--- config.mk ---
export PLATFORM = sky130hd
export DESIGN_NAME = debounce_bank
export DESIGN_NICKNAME = d
export VERILOG_FILES = /design/src/rtl/debounce_pkg.sv /design/src/rtl/debounce_channel.sv /design/src/rtl/debounce_bank.sv
export SDC_FILE = /design/constraint.sdc
export NUM_CORES = 1
export LEC_CHECK = 0
export BUFFER_PORTS_ARGS = -buffer_cell sky130_fd_sc_hd__buf_2
export CAP_MARGIN = 20
export CORE_MARGIN = 2
export CORE_UTILIZATION = 28
export CTS_CLUSTER_DIAMETER = 30
export DETAILED_ROUTE_END_ITERATION = 12
export HOLD_SLACK_MARGIN = 0.08
export PLACE_DENSITY = 0.48
export SYNTH_ARGS = -nofsm -noshare
export SYNTH_HDL_FRONTEND = slang
export SYNTH_SLANG_ARGS = --single-unit
--- constraint.sdc ---
create_clock -name clk -period 2.6 [get_ports clk]
set_input_delay 0 -clock clk [delete_from_list [all_inputs] [get_ports clk]]
set_output_delay 0 -clock clk [all_outputs]
set_load 0.01 [all_outputs]
--- src/rtl/debounce_pkg.sv ---
// Shared definitions for the debounce bank.
//   hold_state_t : per-channel press/hold state (IDLE, PRESSED, HELD)
//   cnt_width()  : bits needed to hold counts 0..v (minimum 1)
//   max_int()    : larger of two integers, for sizing the shared hold/repeat counter
package debounce_pkg;

  typedef enum logic [1:0] {
    IDLE    = 2'd0,
    PRESSED = 2'd1,
    HELD    = 2'd2
  } hold_state_t;

  function automatic int cnt_width(input int v);
    if (v < 1) return 1;
    return $clog2(v + 1);
  endfunction

  function automatic int max_int(input int a, input int b);
    return (a > b) ? a : b;
  endfunction

endpackage

--- src/rtl/debounce_channel.sv ---
// One debounce channel: polarity fix, 2-flop synchroniser, consecutive-mismatch
// counter producing a stable level, rise/fall pulses and a long-press /
// auto-repeat hold FSM.
// Ports:
//   clk        in  system clock
//   rst_n      in  asynchronous active-low reset
//   x          in  raw asynchronous input
//   y          out debounced level (1 = active)
//   rise       out 1-cycle pulse when y goes 0->1
//   fall       out 1-cycle pulse when y goes 1->0
//   long_press out 1-cycle pulse when y has been active HOLD_CYCLES
//   repeat_p   out 1-cycle pulse every REPEAT_CYCLES after long_press (0 = none)
module debounce_channel
  import debounce_pkg::*;
#(
  parameter int TD_CYCLES     = 1000000,
  parameter int HOLD_CYCLES   = 50000000,
  parameter int REPEAT_CYCLES = 10000000,
  parameter bit ACTIVE_LOW    = 1'b0
) (
  input  logic clk,
  input  logic rst_n,
  input  logic x,
  output logic y,
  output logic rise,
  output logic fall,
  output logic long_press,
  output logic repeat_p
);

  localparam int DW = cnt_width(TD_CYCLES);
  localparam int HW = cnt_width(max_int(HOLD_CYCLES, REPEAT_CYCLES));
  localparam logic [DW-1:0] D_TERM = DW'(TD_CYCLES - 1);
  localparam logic [HW-1:0] H_TERM = HW'(HOLD_CYCLES - 1);
  localparam logic [HW-1:0] R_TERM = HW'((REPEAT_CYCLES > 0) ? REPEAT_CYCLES - 1 : 0);

  logic          xi;
  logic          s1_q, s2_q;
  logic          y_q, y_d;
  logic [DW-1:0] dcnt_q, dcnt_d;
  logic          rise_ev, fall_ev;
  logic          rise_q, fall_q, lp_q, lp_d, rp_q, rp_d;
  hold_state_t   state_q, state_d;
  logic [HW-1:0] hcnt_q, hcnt_d;

  assign xi = ACTIVE_LOW ? ~x : x;

  // Debounce: any sample agreeing with the current level restarts the count,
  // so only an unbroken run of TD_CYCLES disagreeing samples changes y.
  always_comb begin
    y_d    = y_q;
    dcnt_d = dcnt_q;
    if (s2_q == y_q) begin
      dcnt_d = '0;
    end else if (dcnt_q == D_TERM) begin
      y_d    = s2_q;
      dcnt_d = '0;
    end else begin
      dcnt_d = dcnt_q + 1'b1;
    end
  end

  assign rise_ev = y_d & ~y_q;
  assign fall_ev = ~y_d & y_q;

  // Hold FSM reacts to the level change in the same edge it is registered,
  // so long_press lands exactly HOLD_CYCLES edges after the rise edge.
  // A fall overrides any terminal count reached in the same cycle.
  always_comb begin
    state_d = state_q;
    hcnt_d  = hcnt_q;
    lp_d    = 1'b0;
    rp_d    = 1'b0;
    if (fall_ev) begin
      state_d = IDLE;
      hcnt_d  = '0;
    end else begin
      case (state_q)
        IDLE: begin
          if (rise_ev) begin
            state_d = PRESSED;
            hcnt_d  = '0;
          end
        end
        PRESSED: begin
          if (hcnt_q == H_TERM) begin
            lp_d    = 1'b1;
            hcnt_d  = '0;
            state_d = HELD;
          end else begin
            hcnt_d = hcnt_q + 1'b1;
          end
        end
        HELD: begin
          // With repeat disabled the counter simply stays frozen here.
          if (REPEAT_CYCLES != 0) begin
            if (hcnt_q == R_TERM) begin
              rp_d   = 1'b1;
              hcnt_d = '0;
            end else begin
              hcnt_d = hcnt_q + 1'b1;
            end
          end
        end
        default: begin
          state_d = IDLE;
          hcnt_d  = '0;
        end
      endcase
    end
  end

  always_ff @(posedge clk or negedge rst_n) begin
    if (!rst_n) begin
      s1_q    <= 1'b0;
      s2_q    <= 1'b0;
      y_q     <= 1'b0;
      dcnt_q  <= '0;
      rise_q  <= 1'b0;
      fall_q  <= 1'b0;
      lp_q    <= 1'b0;
      rp_q    <= 1'b0;
      state_q <= IDLE;
      hcnt_q  <= '0;
    end else begin
      s1_q    <= xi;
      s2_q    <= s1_q;
      y_q     <= y_d;
      dcnt_q  <= dcnt_d;
      rise_q  <= rise_ev;
      fall_q  <= fall_ev;
      lp_q    <= lp_d;
      rp_q    <= rp_d;
      state_q <= state_d;
      hcnt_q  <= hcnt_d;
    end
  end

  assign y          = y_q;
  assign rise       = rise_q;
  assign fall       = fall_q;
  assign long_press = lp_q;
  assign repeat_p   = rp_q;

endmodule

--- src/rtl/debounce_bank.sv ---
// Multi-channel debouncer: N_CH independent debounce_channel instances.
// Ports:
//   clk        in  system clock
//   rst_n      in  asynchronous active-low reset
//   x          in  [N_CH] raw asynchronous inputs
//   y          out [N_CH] debounced levels (1 = active)
//   rise       out [N_CH] 1-cycle pulse on y 0->1
//   fall       out [N_CH] 1-cycle pulse on y 1->0
//   long_press out [N_CH] 1-cycle pulse after y active HOLD_CYCLES
//   repeat_p   out [N_CH] auto-repeat pulse every REPEAT_CYCLES after long_press
module debounce_bank
  import debounce_pkg::*;
#(
  parameter int N_CH          = 4,
  parameter int TD_CYCLES     = 1000000,
  parameter int HOLD_CYCLES   = 50000000,
  parameter int REPEAT_CYCLES = 10000000,
  parameter bit ACTIVE_LOW    = 1'b0
) (
  input  logic            clk,
  input  logic            rst_n,
  input  logic [N_CH-1:0] x,
  output logic [N_CH-1:0] y,
  output logic [N_CH-1:0] rise,
  output logic [N_CH-1:0] fall,
  output logic [N_CH-1:0] long_press,
  output logic [N_CH-1:0] repeat_p
);

  for (genvar g = 0; g < N_CH; g++) begin : g_ch
    debounce_channel #(
      .TD_CYCLES    (TD_CYCLES),
      .HOLD_CYCLES  (HOLD_CYCLES),
      .REPEAT_CYCLES(REPEAT_CYCLES),
      .ACTIVE_LOW   (ACTIVE_LOW)
    ) u_ch (
      .clk       (clk),
      .rst_n     (rst_n),
      .x         (x[g]),
      .y         (y[g]),
      .rise      (rise[g]),
      .fall      (fall[g]),
      .long_press(long_press[g]),
      .repeat_p  (repeat_p[g])
    );
  end

endmodule

== After elaboration in Yosys (flattened, before gate mapping) ==
Cells that the tools add are included.

* Memories kept: 0
* Input bits: 6
* Bits in registers: 220
* Bits in writable memories: 0
* Word-level logic and storage cells: 184
* Output and inout port bits: 20
* Bits in latches: 0
* ROM bits: 0

* Bitwise gates (word level): 16
* Reductions and logical operators: 8
* Div/mod/pow operators: 0
* $mul: 0
* Equality and inequality tests: 36
* $add $sub $neg: 8
* Shift-type cells: 0
* $lt $le $gt $ge: 0
* Multiplexer cells: 76

{| class="wikitable"
|+ Operators by type and width
! operator !! count
|-
| $mux W26 || 16
|-
| $pmux W26 S3 || 4
|-
| $mux W20 || 8
|-
| $add A26 B1 Y26 const B || 4
|-
| $eq A26 B24 Y1 const B || 4
|-
| $eq A26 B26 Y1 const B || 4
|-
| $add A20 B1 Y20 const B || 4
|-
| $eq A20 B20 Y1 const B || 4
|-
| $mux W1 || 32
|-
| $mux W2 || 12
|-
| $ne A3 B1 Y1 const B || 8
|-
| $pmux W2 S3 || 4
|-
| $reduce_and A3 Y1 || 4
|-
| $and A1 B1 Y1 || 8
|-
| $eq A2 B1 Y1 const B || 4
|-
| $eq A2 B2 Y1 const B || 4
|-
| $logic_not A2 Y1 || 4
|-
| $ne A2 B1 Y1 const B || 4
|-
| $not A1 Y1 || 8
|-
| $eq A1 B1 Y1 || 4
|}

== Longest topological paths before layout ==
Gate-level depths: netlist of run 1.

* Word-level depth: 7
* Depth in mapped cells: 10

== Cells and area by module ==
Synthesis of run 1 repeated with hierarchy kept, for this count alone.

* Cell total of the unflattened synthesis: 1404
* Area total of the unflattened synthesis: 12693.4 µm²

{| class="wikitable"
|+ Modules (own cells, without submodules)
! module !! times used !! cells each !! area each (µm²)
|-
| debounce_channel at g_ch[0].u_ch ... || 3 || 363 || 3255.6
|-
| debounce_channel at g_ch[3].u_ch || 1 || 315 || 2926.6
|}

== Worst setup path before layout of run 1 ==
OpenSTA, ideal clock, no wires.

* Path type: flip-flop to flip-flop
* Start: register g_ch[2].u_ch.hcnt_q[8]
* End: register g_ch[2].u_ch.hcnt_q[20]
* Slack: 0.073 ns
* Path buffers: 2
* Period minus slack after synthesis: 2.527 ns
* Arrival: 2.408 ns
* Stages on the path, launching flop included: 9
* Library setup time: 0.119 ns
* Path through: dfrtp_1 or4b_1 or4_4 o31a_1 o221ai_4 and2_1 buf_4 buf_6 nor2_1

* Cells in the longest elaborated chain, start to end: 4
* Elaborated cells on any way between the ends: 7
* Those cells by class: add/sub: 1; eq/ne: 2; mux: 4

{| class="wikitable"
|+ Ends and longest elaborated chain
! element !! line !! source
|-
| from (decl) || debounce_channel.sv:44 || <nowiki>logic [HW-1:0] hcnt_q, hcnt_d;</nowiki>
|-
| from (signal assigned) || debounce_channel.sv:135 || <nowiki>hcnt_q <= hcnt_d;</nowiki>
|-
| $add A26 B1 Y26, or another cell as far along || debounce_channel.sv:91, debounce_channel.sv:101 ||
|-
| $mux W26, on equally long branches || debounce_channel.sv:97, debounce_channel.sv:86 ||
|-
| $pmux W26 S3 (*) || debounce_channel.sv:78 || <nowiki>case (state_q)</nowiki>
|-
| $mux W26 (*) || debounce_channel.sv:74 || <nowiki>if (fall_ev) begin</nowiki>
|}

Every way passes the cells marked *; elsewhere a longest branch is shown, timed or not.
A chain may end at the register's enable or synchronous reset.

== Worst setup path in the final report of run 1 ==
* Start: register g_ch[2].u_ch.hcnt_q[11]
* End: register g_ch[2].u_ch.hcnt_q[4]

* Cells in the longest elaborated chain, start to end: 4
* Elaborated cells on any way between the ends: 6
* Those cells by class: eq/ne: 2; mux: 4

{| class="wikitable"
|+ Ends and longest elaborated chain
! element !! line
|-
| $eq A26 B24 Y1 or $eq A26 B26 Y1 (tied branches) || debounce_channel.sv:97, debounce_channel.sv:86
|-
| $mux W26, on equally long branches || debounce_channel.sv:97, debounce_channel.sv:86
|-
| $pmux W26 S3 (*) || debounce_channel.sv:78
|-
| $mux W26 (*) || debounce_channel.sv:74
|}

Marked as above.

==> results of run 1 <==
cells by family after synthesis:
logic type	after synthesis	synth area share, %
and+or+nand+nor	665	29.4
DFF	220	47.0
AOI/OAI and AO/OA	135	8.28
adders and majority gates	28	2.99
buffers and inverters	99	3.96
xor gates and xnor gates	105	7.85
muxes	6	0.576
timing repair:
| action | CTS | global route |
|---|---|---|
| buffers inserted | 0 | 1 |
| hold buffers | 10 | 0 |
| endpoints found under the hold margin | 224 | 0 |
| endpoints found under the setup margin | 0 | 47 |
| gates resized for setup | 0 | 9 |
area by class of cell:
cell class	count	area [µm²]	share of cell area (%)
clock inverter	33	432	2.88
multi-input combinational	939	5780	38.5
timing repair buffer	89	753	5.02
sequential	220	5510	36.7
inverter	34	128	0.850
clock buffer	81	1740	11.6
tap	532	666	4.43
how the worst min path moves through the flow:
| stage | startpoint | endpoint | slack [ps] | depth (start not counted) |
|---|---|---|---|---|
| 6_report | rst_n | g_ch[1].u_ch.dcnt_q[15]$_DFF_PN0_ | 70 | 3 |
| 5_1_grt | rst_n | g_ch[2].u_ch.hcnt_q[4]$_DFFE_PN0P_ | 120 | 3 |
| 4_1_cts | rst_n | g_ch[2].u_ch.hcnt_q[19]$_DFFE_PN0P_ | 90 | 3 |
| 3_5_place_dp | rst_n | g_ch[1].u_ch.dcnt_q[15]$_DFF_PN0_ | 7 | 1 |
| 3_3_place_gp | rst_n | g_ch[1].u_ch.dcnt_q[14]$_DFF_PN0_ | 9 | 1 |
| 2_1_floorplan | rst_n | g_ch[0].u_ch.dcnt_q[0]$_DFF_PN0_ | -300 | 0 |
state kept, by name, summed over array words and instances, names as in the netlist:
| register | flops |
|---|---|
| g_ch.u_ch.dcnt_q | 80 |
| g_ch.u_ch.fall | 4 |
| g_ch.u_ch.hcnt_q | 104 |
| g_ch.u_ch.long_press | 4 |
| g_ch.u_ch.repeat_p | 4 |
| g_ch.u_ch.rise | 4 |
| g_ch.u_ch.s1_q | 4 |
| g_ch.u_ch.s2_q | 4 |
| g_ch.u_ch.state_q | 8 |
| g_ch.u_ch.y | 4 |
per-stage QoR:
step | hold WS (ps) | setup TNS [ps] | power [µW] | std cells | setup WS, ps
final | 65.8 | 0 | 11400 | 1928 | 56.9
after global routing | 118 | -33.2 | 11800 | 1928 | -15.2
after CTS | 85.3 | 0 | 11600 | 1927 | 29.6
after detailed placement | 7.32 | 0 | 3680 | 1803 | 19.0
after global placement | 9.46 | 0 | 3670 | 1803 | 65.2
after floorplan | -296 | 0 | 3570 | 1258 | 73.2
worst max-delay path, cell delays in order, from the launching register on:
cell      delay, ps
dfrtp_1         370
or4b_1          510
or4_4           440
o31a_1          360
o221ai_4        300
buf_6           160
nor2_1           40
a221o_1         250
where the power goes:
part,total (µW),internal (µW),switching [µW]
sequential,3480,3460,20.0
combinational,154,44.7,109
clock,7780,5610,2160
total,11400,9120,2290
cell usage in the layout, fill, tap and decap left out, types with 7 or more instances in the layout:
cell | Yosys | layout
dfrtp_1 | 220 | 220
nor2_1 | 168 | 168
nand2_1 | 117 | 117
nand3_1 | 110 | 110
nand4_1 | 63 | 63
clkbuf_16 | 0 | 63
xnor2_1 | 55 | 55
xor2_1 | 50 | 50
buf_4 | 22 | 45
o21ai_0 | 38 | 37
inv_1 | 34 | 34
nor3_1 | 30 | 30
or3_1 | 30 | 30
nor4_1 | 28 | 28
ha_1 | 28 | 28
buf_2 | 2 | 24
and3_1 | 21 | 21
and4_1 | 18 | 18
nor4b_1 | 19 | 17
o311ai_0 | 17 | 17
clkinv_2 | 0 | 17
a21o_1 | 16 | 16
a21oi_1 | 14 | 14
a211o_1 | 10 | 10
clkbuf_8 | 0 | 10
bufinv_16 | 0 | 10
or2_2 | 9 | 9
or4_1 | 10 | 9
dlygate4sd3_1 | 0 | 9
a22o_1 | 8 | 8
o31ai_1 | 9 | 8
clkbuf_1 | 37 | 8
nand2b_1 | 7 | 7
nor3b_1 | 7 | 7
buf_12 | 0 | 7
per-layer routing:
layer  track usage (%)  vias up  wire length (µm)
li1                  -     4712                 -
met1              17.7     4520             13300
met2              20.1      141             12100
met3              2.58       60              1130
met4              5.47        0               777
met5                 0        -                 0
==> summary.md, run 1 <==
| Metric | Value |
|---|---|
| Clk_lat worst skew | `590 ps` |
| Startpoint Class | `flop` |
| FILL cells | `between 4,000 and 5,000` |
| Number of routed nets with antenna violations | `0` |
| WP data arrival | `~3000 ps` |
| Fraction of layout cells with a size suffix above 1 | `between 10 and 15%` |
| Peak VDD IR | `0.468 mV` |
| First-pass GRT wire length | `about 47 mm` |
| CP Capture Type | `flop` |
| Synth Instances | `about 1,300` |
| Global route overflow | `0` |
| Final hold vios | `0` |
| Final setup viols | `0` |
| Vias in the first global route | `9,484` |
| Cell area after synthesis | `about 0.012 mm²` |
| Root buf cell | `clkbuf_16` |
| Initial Util | `between 20% and 30%` |
| Cell with the most instances after synthesis | `dfrtp_1` |
| CP Max Fanout | `7` |
| Status | `complete, no violations` |
| Synth top area cells | `dfrtp_1 47%, nor2_1 5.4%, nand3_1 4.7%` |
| Area share of the largest cell type after synthesis | `between 40% and 50%` |
| Maxcap violations | `0` |
| Tcrit/Tclk final | `97.8%` |
| Area after DPL | `about 0.013 mm²` |
| Slew @ Worst Pin | `roughly 680 ps` |
| Utilization after layout | `36.5%` |
| GRT Util Overall | `approximately an eighth` |
| Min-delay worst type | `primary input to asynchronous set/reset pin` |
| Via Count | `9,433` |
| Pwr Density | `approximately 760 mW/mm²` |
| Worst Reg-to-Reg Cells | `7` |
| Final min period | `2540 ps` |
| Num rows | `between 70 and 80` |
| Mapped Nets | `approximately 1,300` |
| Critical R2R Capture | `g_ch[2].u_ch.hcnt_q[4]$_DFFE_PN0P_` |
| H-Tree Level Count | `2` |
| Leakage power | `0.00643 µW` |
| CTS Buf Count | `a little over 60` |
| Max_slew headroom | `between 50% and 60%` |
| Layout net count | `~1,400` |
| Mean Syn Cell Area | `around 9.3 µm²` |
| Asr flop ratio synth | `100%` |
| CTS tree | `yes` |
| Largest net degree at the start of global routing | `just over 70` |
| Critical path type | `flop to flop` |
| R2R Setup Slk | `60 ps` |
| DIE WIDTH | `between 200 and 250 µm` |
| Final slew viol count | `0` |
| Sequential fraction of the synthesis area | `47.0%` |
| Area grow syn2layout | `28.0%` |
| RR Startpoint | `g_ch[2].u_ch.hcnt_q[11]$_DFFE_PN0P_` |
| Worst clock skew | `around 21 ps` |
| Ys flop type | `dfrtp_1` |
| Avg WL per Cell | `roughly 14 µm` |
| Synth Register Bits | `220` |
| Total Die Area | `between 0.04 and 0.05 mm²` |
| Unique masters post-synth | `53` |
| WP data required | `about 3100 ps` |
| Clk pin slew, worst setup/hold paths | `40 ps` |
| Clock Sinks | `220` |
| IO buf count | `25` |
| RSZ-0062 raised after global routing | `yes` |
| DR DRC count | `0` |
| Ys Warns | `0` |
| Synth top cells by count | `220 x dfrtp_1, 168 x nor2_1, 117 x nand2_1` |
| Via density | `roughly 4.9` |
| DRT Pass-1 Iters | `4` |
| Routed WL | `around 27 mm` |
| Initial DRC count | `roughly 500` |
| Core ar. | `around 0.041 mm²` |
| Post-synth EDFFs | `0` |
| Ant. Diodes | `0` |
| Antenna violations before repair | `0` |
| Final Instance Area | `between 0.015 and 0.02 mm²` |
| DIE HEIGHT | `roughly 210 µm` |
| Worst Setup SP | `g_ch[2].u_ch.hcnt_q[11]$_DFFE_PN0P_` |
| Clock buffer depth | `3` |
| Setup crit end | `g_ch[2].u_ch.hcnt_q[4]$_DFFE_PN0P_` |
| Synth area leader | `dfrtp_1` |
| Fmax | `roughly 390 MHz` |
| Detailed Place HPWL | `between 15 and 20 mm` |
| Num ports | `26` |
| Placer Congestion | `0.800` |
No activity file was read; power rests on OpenSTA's default activity.
==> run 2: changes to the inputs <==
REMOVE_ABC_BUFFERS = 1   (was unset)
==> summary.md, run 2 (same netlist as run 1, synthesis figures left out) <==
| Metric | Value |
|---|---|
| Status | `complete, no violations (unchanged)` |
| Num ports | `26 (unchanged)` |
| CP max stage delay | `510 ps (about the same)` |
| Critical path type | `flop to flop (unchanged)` |
| Maxcap violations | `0 (unchanged)` |
| GRT Util Overall | `12.9% (was 13.0%)` |
| H-Tree Level Count | `3 (was 2)` |
| DR DRC count | `0 (unchanged)` |
| Routed WL | `26.5 mm (was 27.3 mm)` |
| Global route overflow | `0 (unchanged)` |
| CTS Buf Count | `66 (was 61)` |
| Layout net count | `1,385 (was 1,379)` |
| Worst clock skew | `19.4 ps (was 21.0 ps)` |
| Wl on met1 | `13.0 mm (was 13.3 mm)` |
| Final Power | `11,600 µW (was 11,400 µW)` |
| Placer Congestion | `0.789 (was 0.800)` |
| Num rows | `74 (unchanged)` |
| Detailed Place HPWL | `17.1 mm (was 17.5 mm)` |
| Largest net degree at the start of global routing | `76 (was 72)` |
| Final slew viol count | `0 (unchanged)` |
| Most frequent cells in the layout | `220 x dfrtp_1, 168 x nor2_1, 117 x nand2_1, 110 x nand3_1, 68 x clkbuf_16 (was 220 x dfrtp_1, 168 x nor2_1, 117 x nand2_1, 110 x nand3_1)` |
| Max Used Layer | `met4 (unchanged)` |
| Commonest non-fill, non-tap cell in the layout | `dfrtp_1 (unchanged)` |
| FILL cells | `4,173 (was 4,188)` |
| Ant. Diodes | `0 (unchanged)` |
| WP data required | `3050 ps (was 3060 ps)` |
| CTS tree | `yes (unchanged)` |
| Metal3 WL | `1.06 mm (was 1.13 mm)` |
| NetSw | `2480 µW (was 2290 µW)` |
| Fraction of layout cells with a size suffix above 1 | `15.6% (was 15.0%)` |
| Clock Sinks | `220 (unchanged)` |
| Clk pin slew, worst setup/hold paths | `40 ps (about the same)` |
| Met2 WL | `11.8 mm (was 12.1 mm)` |
| DIE HEIGHT | `209 µm (unchanged)` |
| Pwr Density | `767 mW/mm² (was 760 mW/mm²)` |
| Setup Total Neg Slack | `0 ps (unchanged)` |
| Initial DRC count | `465 (was 489)` |
| Max_slew headroom | `42.4% (was 54.8%)` |
| Top delay family on crit path | `simple AND/OR/NAND/NOR gates (unchanged)` |
| Flop pwr share | `30.1% (was 30.5%)` |
| Slew @ Worst Pin | `864 ps (was 678 ps)` |
| Final min period | `2450 ps (was 2540 ps)` |
| WP data arrival | `2890 ps (was 3000 ps)` |
| Crit-path cells | `or4b_1 > or4_4 > o31a_1 > o221ai_4 > buf_6 > nor2_1 > a221o_1 (unchanged)` |
| Avg WL per Cell | `13.7 µm (was 14.2 µm)` |
| Clock power frac | `68.6% (was 68.2%)` |
| Core ar. | `0.0411 mm² (unchanged)` |
| Fmax | `409 MHz (was 393 MHz)` |
| Final hold vios | `0 (unchanged)` |
| Number of routed nets with antenna violations | `0 (unchanged)` |
| Via Count | `9,378 (was 9,433)` |
| Root buf cell | `clkbuf_16 (unchanged)` |
| Area grow syn2layout | `28.5% (was 28.0%)` |
| Min-delay worst type | `flop to flop (was primary input to asynchronous set/reset pin)` |
| Max reg flops | `104 (unchanged)` |
| Clock buffer depth | `3 (unchanged)` |
| RSZ-0062 raised after global routing | `no (was yes)` |
| Via density | `4.84 (was 4.89)` |
| DRT Pass-1 Iters | `5 (was 4)` |
| IO buf count | `25 (unchanged)` |
| Worst-path cell with the longest stage delay | `or4b_1 (unchanged)` |
| Antenna violations before repair | `0 (unchanged)` |
| Comb pwr share | `1.3% (was 1.4%)` |
| Startpoint Class | `flop (unchanged)` |
| Internal | `9070 µW (was 9120 µW)` |
| Crit path buf inv count | `1 (unchanged)` |
| First-pass GRT wire length | `46.9 mm (was 47.3 mm)` |
| CP Max Fanout | `6 (was 7)` |
| DIE WIDTH | `209 µm (unchanged)` |
| Vias in the first global route | `9,455 (was 9,484)` |
| CP Capture Type | `flop (unchanged)` |
| Top Registers | `g_ch.u_ch.hcnt_q: 104 flops, g_ch.u_ch.dcnt_q: 80 flops, g_ch.u_ch.state_q: 8 flops (unchanged)` |
| Initial Util | `28.5% (unchanged)` |
| Clk_lat worst skew | `570 ps (was 590 ps)` |
| Final setup viols | `0 (unchanged)` |
| Biggest register | `g_ch.u_ch.hcnt_q (unchanged)` |
| Sw Ratio | `21.5% (was 20.1%)` |
| Leakage power | `0.00646 µW (was 0.00643 µW)` |
| Tcrit/Tclk final | `94.1% (was 97.8%)` |
| Total Die Area | `0.0435 mm² (unchanged)` |
| Peak VDD IR | `0.428 mV (was 0.468 mV)` |
run 2: changes by cell type in the layout (fill, tap and decap cells not counted), moves of 2 or more:
cell and delta:
clkbuf_8 +8, clkbuf_1 -2, inv_6 +5, clkinv_8 +3, buf_12 -2, clkbuf_16 +5
nor4b_1 +2, clkinv_2 -5, bufinv_16 -7, nor4b_2 -2, buf_4 +3
run 2: routing by layer:
layer  up-vias  track usage (%)
met5         -                0
met3        55             3.79
li1       4711                -
met2       124             19.7
met4         0             5.34
met1      4488             17.1
run 2: worst reg2reg max path, delay by kind of cell, from the launching register on:
| kind | cells | cell delay, ps |
|---|---|---|
| flops | 1 | 370 |
| compound gates | 3 | 790 |
| simple gates | 3 | 1000 |
| buf+inv | 1 | 160 |
run 2: final timing paths:
| check | start | to | slack, ps | cells after the start |
|---|---|---|---|---|
| worst max-delay path | g_ch[2].u_ch.hcnt_q[11]$_DFFE_PN0P_ | g_ch[2].u_ch.hcnt_q[4]$_DFFE_PN0P_ | 150 | 7 |
| worst min-delay path | g_ch[2].u_ch.s1_q$_DFF_PN0_ | g_ch[2].u_ch.s2_q$_DFF_PN0_ | 340 | 0 |
| worst max register to register | g_ch[2].u_ch.hcnt_q[11]$_DFFE_PN0P_ | g_ch[2].u_ch.hcnt_q[4]$_DFFE_PN0P_ | 150 | 7 |
| worst min register to register | g_ch[2].u_ch.s1_q$_DFF_PN0_ | g_ch[2].u_ch.s2_q$_DFF_PN0_ | 340 | 0 |
| max in group asynchronous | rst_n | g_ch[1].u_ch.hcnt_q[13]$_DFFE_PN0P_ | 1160 | 4 |
| min in group asynchronous | rst_n | g_ch[2].u_ch.s2_q$_DFF_PN0_ | 550 | 3 |
run 2: area by class of cell:
class	instances	area (µm²)	share of cell area, %
multi-input combinational	939	5780	38.4
sequential	220	5510	36.5
clock buffer	92	1970	13.1
timing repair buffer	90	718	4.77
tap	532	666	4.42
clock inverter	30	298	1.98
inverter	34	128	0.847
run 2: power by group through the flow:
stage          Sequential, µW  Clock [µW]  Combinational (µW)
2_1_floorplan            3520           0                43.1
3_3_place_gp             3530           0                 147
3_5_place_dp             3530           0                 148
4_1_cts                  3480        8140                 159
5_1_grt                  3480        8350                 178
6_report                 3480        7930                 150
run 2: what timing repair did:
item	4_1_cts	5_1_grt
endpoints found under the hold margin	224	0
setup endpoints to repair	0	42
hold buffers	10	0
resized for setup	0	9
buffers inserted	0	0
run 2: through the flow:
step / hold WS, ps / instances / worst slack [ps] / util [%] / area (µm²)
final: 337 / 1937 / 152 / 36.6 / 15100
after floorplan: -296 / 1193 / -216 / - / 11400
after global routing: 347 / 1937 / 1.60 / 36.6 / 15100
after CTS: 337 / 1937 / 73.1 / 36.6 / 15000
after detailed placement: 42.2 / 1805 / 70.5 / 30.8 / 12700
after global placement: 35.6 / 1805 / 74.8 / 30.8 / 12700
